### src/rtl/wb_regfile.sv
// ---------------------------------------------------------------------------
// wb_regfile
//   Write-back stage and architectural register file fed by the MEM/WB
//   pipeline register. Chooses the write-back value (load data or
//   functional-unit result), commits it to the register file, serves two
//   ID-stage read ports with same-cycle write bypass, keeps a one-cycle
//   write record for the EX forwarding unit and counts retired writes.
//
// Ports
//   clk_i          clock, all state changes on the rising edge
//   rst_i          synchronous active-high reset
//   decoder_i      [1]=RegWrite, [0]=MemtoReg
//   MemReadData_i  load data
//   FURslt_i       functional-unit result
//   instruction_i  destination register index
//   rs_addr_i      read port A address
//   rt_addr_i      read port B address
//   rs_data_o      read port A data (combinational, write-first bypass)
//   rt_data_o      read port B data (combinational, write-first bypass)
//   wb_data_o      current-cycle write-back value
//   fwd_valid_o    a non-zero-register write committed last cycle
//   fwd_addr_o     destination of that write (0 when none)
//   fwd_data_o     value of that write (0 when none)
//   wb_count_o     number of committed writes, wraps modulo 2^CNTW
// ---------------------------------------------------------------------------
module wb_regfile #(
  parameter int DW   = 32,
  parameter int NREG = 32,
  parameter int CNTW = 32,
  localparam int AW  = $clog2(NREG)
) (
  input  logic            clk_i,
  input  logic            rst_i,
  input  logic [1:0]      decoder_i,
  input  logic [DW-1:0]   MemReadData_i,
  input  logic [DW-1:0]   FURslt_i,
  input  logic [AW-1:0]   instruction_i,
  input  logic [AW-1:0]   rs_addr_i,
  input  logic [AW-1:0]   rt_addr_i,
  output logic [DW-1:0]   rs_data_o,
  output logic [DW-1:0]   rt_data_o,
  output logic [DW-1:0]   wb_data_o,
  output logic            fwd_valid_o,
  output logic [AW-1:0]   fwd_addr_o,
  output logic [DW-1:0]   fwd_data_o,
  output logic [CNTW-1:0] wb_count_o
);

  logic [DW-1:0]   rf_q [NREG];
  logic            fwd_valid_q, fwd_valid_d;
  logic [AW-1:0]   fwd_addr_q,  fwd_addr_d;
  logic [DW-1:0]   fwd_data_q,  fwd_data_d;
  logic [CNTW-1:0] cnt_q,       cnt_d;
  logic            we;

  assign wb_data_o = decoder_i[0] ? MemReadData_i : FURslt_i;

  // Register 0 is never a valid destination; reset also suppresses commit.
  assign we = decoder_i[1] && (instruction_i != '0) && !rst_i;

  // Write-first bypass lets ID see the value being committed this cycle.
  assign rs_data_o = (rs_addr_i == '0) ? '0 :
                     (we && (rs_addr_i == instruction_i)) ? wb_data_o :
                     rf_q[rs_addr_i];
  assign rt_data_o = (rt_addr_i == '0) ? '0 :
                     (we && (rt_addr_i == instruction_i)) ? wb_data_o :
                     rf_q[rt_addr_i];

  always_comb begin
    fwd_valid_d = we;
    fwd_addr_d  = we ? instruction_i : '0;
    fwd_data_d  = we ? wb_data_o : '0;
    cnt_d       = we ? cnt_q + {{(CNTW-1){1'b0}}, 1'b1} : cnt_q;
  end

  always_ff @(posedge clk_i) begin
    if (rst_i) begin
      for (int i = 0; i < NREG; i++) begin
        rf_q[i] <= '0;
      end
      fwd_valid_q <= 1'b0;
      fwd_addr_q  <= '0;
      fwd_data_q  <= '0;
      cnt_q       <= '0;
    end else begin
      if (we) begin
        rf_q[instruction_i] <= wb_data_o;
      end
      fwd_valid_q <= fwd_valid_d;
      fwd_addr_q  <= fwd_addr_d;
      fwd_data_q  <= fwd_data_d;
      cnt_q       <= cnt_d;
    end
  end

  assign fwd_valid_o = fwd_valid_q;
  assign fwd_addr_o  = fwd_addr_q;
  assign fwd_data_o  = fwd_data_q;
  assign wb_count_o  = cnt_q;

endmodule

### config.mk
export PLATFORM = sky130hd
export DESIGN_NAME = wb_regfile
export DESIGN_NICKNAME = d
export VERILOG_FILES = /design/src/rtl/wb_regfile.sv
export SDC_FILE = /design/constraint.sdc
export NUM_CORES = 2
export LEC_CHECK = 0
export BUFFER_PORTS_ARGS = -buffer_cell sky130_fd_sc_hd__buf_4
export CAP_MARGIN = 25
export CELL_PAD_IN_SITES_DETAIL_PLACEMENT = 1
export CELL_PAD_IN_SITES_GLOBAL_PLACEMENT = 2
export CORE_ASPECT_RATIO = 1.25
export CORE_MARGIN = 10
export CORE_UTILIZATION = 44
export CTS_BUF_LIST = sky130_fd_sc_hd__clkbuf_16
export DETAILED_ROUTE_END_ITERATION = 7
export PLACE_DENSITY_LB_ADDON = 0.1
export SYNTH_ARGS = -nofsm -noshare
export SYNTH_HDL_FRONTEND = slang
export SYNTH_SLANG_ARGS = --single-unit
### constraint.sdc
create_clock -name clk_i -period 3.7 [get_ports clk_i]
set_input_delay 0.74 -clock clk_i [delete_from_list [all_inputs] [get_ports clk_i]]
set_output_delay 0.74 -clock clk_i [all_outputs]
set_load 0.05 [all_outputs]
==> results.yml <==
status:
  status: "complete, but fails checks"
  violations: "setup timing"
critical_path:
  cp-start-kind: "register"
  path_class: "reg2out"
  reg2reg_from: "wb_count_o[4]$_SDFFE_PP0P_"
  worst_path_max_delay_cell: "a2111oi_2"
  r2r_slack_ns: 1.45
  rr_worst_depth: 5
  worstPathMaxFanout: 2
  end_kind: "primary output"
  critPathArrivalTime_ns: 3.02
  worstReg2RegEnd: "wb_count_o[31]$_SDFFE_PP0P_"
  max_stage_delay_ns: 0.80
  cp.required_ns: 2.96
  path_cells: "mux4_2 -> nor2b_1 -> a2111oi_2 -> nor4_4 -> a21oi_2 -> buf_6"
route:
  drc: 0
  wire_per_inst_um: 36.68
  detail-route-antenna-nets: 0
  drt-vias-per-instance: 6.521
  num_vias: 44850
  drt_iter0_markers: 5685
  finalWirelength_um: 252200
  firstDrtPassIters: 6
logic_synthesis:
  synth-edff-count: 1024
  ys_ff_latch: 1094
  ys_seq_area_share_pct: 57.27
  synth_warnings: 0
  syn_inst: 4513
  synthFlopType: "edfxtp_1"
  synth_cell_types: 61
  async_flop_share_pct: 0
  netlist_area_mm2: 0.05614
  syn_area_per_cell_um2: 12.44
cts:
  cts.clk_slew.worst_paths_ns: 0.06
  clock_latency_ns: 0.75
  cts_buffers: 116
  h-tree-depth: 3
  clk_path_buf_depth: 3
  cts_tree: "yes"
  postCtsHoldBufs: 0
  cts.sinks: 1094
  cts-root-buf: "clkbuf_16"
timing:
  fin_ws_ns: -0.05816
  skew_ns: 0.01010
  fin_setup_tns_ns: -0.2028
  fmax_mhz: 266.1
  worst_pin_slew_ns: 0.9441
  hold_viol_final: 0
  finalCritPeriodShare_pct: 101.6
  rsz0062_at_grt: "true"
  slew_violations: 0
  setup-violations-final: 6
  period_minus_slack_ns: 3.758
  max_slew_margin_pct: 36.94
die:
  dieWidth_um: 339.5
  core_area_mm2: 0.1268
  num_rows: 146
  die_area_mm2: 0.1424
  ios: 249
  initial_core_util_pct: 44.28
  die_h_um: 419.3
min_path:
  min_path_type: "in2reg"
  hold_path_depth: 2
  holdPathEnd: "fwd_addr_o[0]$_SDFF_PN0_"
  min_from: "instruction_i[0]"
power_and_ir_drop:
  power.total_w: 0.03202
  p_leak_nw: 26.39
  pwr_density_cell_mw_per_mm2: 457.6
  ir_drop_uv: 386.3
place:
  hpwl_um: 168500
  portBuffers: 248
  globalplace.congestion: 0.9150
  place_inst: 6589
global_route:
  grt_use_total_pct: 34.52
  antenna_found_initial: 22
  gr-total-overflow: 0
  grt_max_degree: 51
  grt_pass1_vias: 46100
  grt_pass1_wl_um: 350000
finish:
  nets: 5154
  layout_commonest_cell: "nor2_1"
  final_util_pct: 55.21
  finalNonFillerCells: 6877
  syn_to_final_growth_pct: 24.68
  layout_common_cells: "1142 x nor2_1, 1024 x edfxtp_1, 704 x buf_4, 368 x mux2i_1, 280 x mux4_2"
  drive_gt1_share_pct: 30.72
flow_run:
  max_cap_violations: 0
metrics by stage:
step	worst slack, ns	hold WS, ns	area (um^2)
after CTS	-0.08671	0.2466	69040
after detailed placement	-0.4869	0.4623	64500
after global placement	-0.8965	0.4537	64490
after global routing	-0.09679	0.3126	69980
final	-0.05816	0.2855	69990
after floorplan	-0.01192	0.7211	56370
kinds of logic (layout without fill, tap and decap cells):
logic type / Yosys count / in the layout / synth area share, %
AO/OA/AOI/OAI: 489 / 489 / 6.150
XOR/XNOR: 31 / 31 / 0.4837
adder cells (fa/ha/maj): 1 / 1 / 0.02229
buffers and inverters: 504 / 1126 / 3.720
flip-flops: 1094 / 1094 / 57.27
multiplexers: 739 / 739 / 19.54
other: 1 / 41 / 0.006680
AND/OR/NAND/NOR: 1654 / 1654 / 12.81
flip-flops by register name, indices dropped and copies added (netlist names):
signal,flops
fwd_valid_o,1
fwd_data_o,32
fwd_addr_o,5
wb_count_o,32
rf_q,1024
how the worst max path moves through the flow:
stage                                          start            end  slack [ns]  cells past startpoint
after floorplan                         decoder_i[0]  rt_data_o[10]       -0.01                      6
after global placement                  rs_addr_i[1]  rs_data_o[18]       -0.90                     11
after detailed placement                rs_addr_i[1]  rs_data_o[23]       -0.49                     12
after CTS                 rf_q[14][12]$_SDFFCE_PN0P_  rt_data_o[12]       -0.09                      8
after global routing      rf_q[12][12]$_SDFFCE_PN0P_  rt_data_o[12]        -0.1                      8
final                       rf_q[5][2]$_SDFFCE_PN0P_   rs_data_o[2]       -0.06                      6
report_power, final:
group          internal, W  leakage (nW)  total, W  switching, W
Clock              0.00646          1.92    0.0116       0.00514
Sequential          0.0142          10.3    0.0146      0.000384
Combinational      0.00221          14.2   0.00586       0.00365
Yosys cell counts, types with 24 or more instances:
cell      count  area, um^2
mux2_2       53       596.8
o22ai_1      24       150.1
inv_1        41       153.9
a22oi_1     124       930.9
dfxtp_1      70        1401
edfxtp_1   1024       30750
nor2_1     1147        4305
nand3_1      72       360.4
mux2i_1     406        4064
nor2b_1     113       706.9
nand2_1     135       506.7
a211oi_1    121       908.4
buf_2       106       530.5
a221oi_1     24       210.2
o21ai_0      55       275.3
and4b_1      24       240.2
xnor2_1      28       245.2
nor4_1       87       544.3
a21oi_1      72       360.4
clkbuf_1    324        1216
mux4_2      280        6306
layer usage:
metal / GRT usage (%) / share of wire (%) / wire length (um) / up-vias
li1: - / - / - / 17970
met1: 42.40 / 37 / 93060 / 23430
met2: 55.80 / 47 / 118100 / 2797
met3: 8.464 / 11 / 27090 / 639
met4: 19.10 / 5.5 / 13870 / 16
met5: 0 / 0.042 / 107 / -
final cells by class:
cell class              instances  area, um^2
diodes                          9       22.52
clock buffers                 122        3053
clock inverters                92       626.9
fillers                     12690       56790
inverters                      42       157.7
multi-input cells            2946       23390
flip-flops and latches       1094       32150
well taps                    1702        2130
repair buffers                870        8457
critical path: cells and delay by family, from the launching register on:
kind	cells	cell delay, ns
multiplexers	1	0.31
buffers and inverters	1	0.19
AND/OR/NAND/NOR	2	0.23
flip-flops	1	0.49
AO/OA/AOI/OAI	2	1.04
repair_timing:
action	4_1_cts	5_1_grt
cloned	6	6
endpoints found under the setup margin	48	56
pin swaps	11	18
setup buffers	24	32
resized for setup	94	92
No activity file was read; power rests on OpenSTA's default activity.
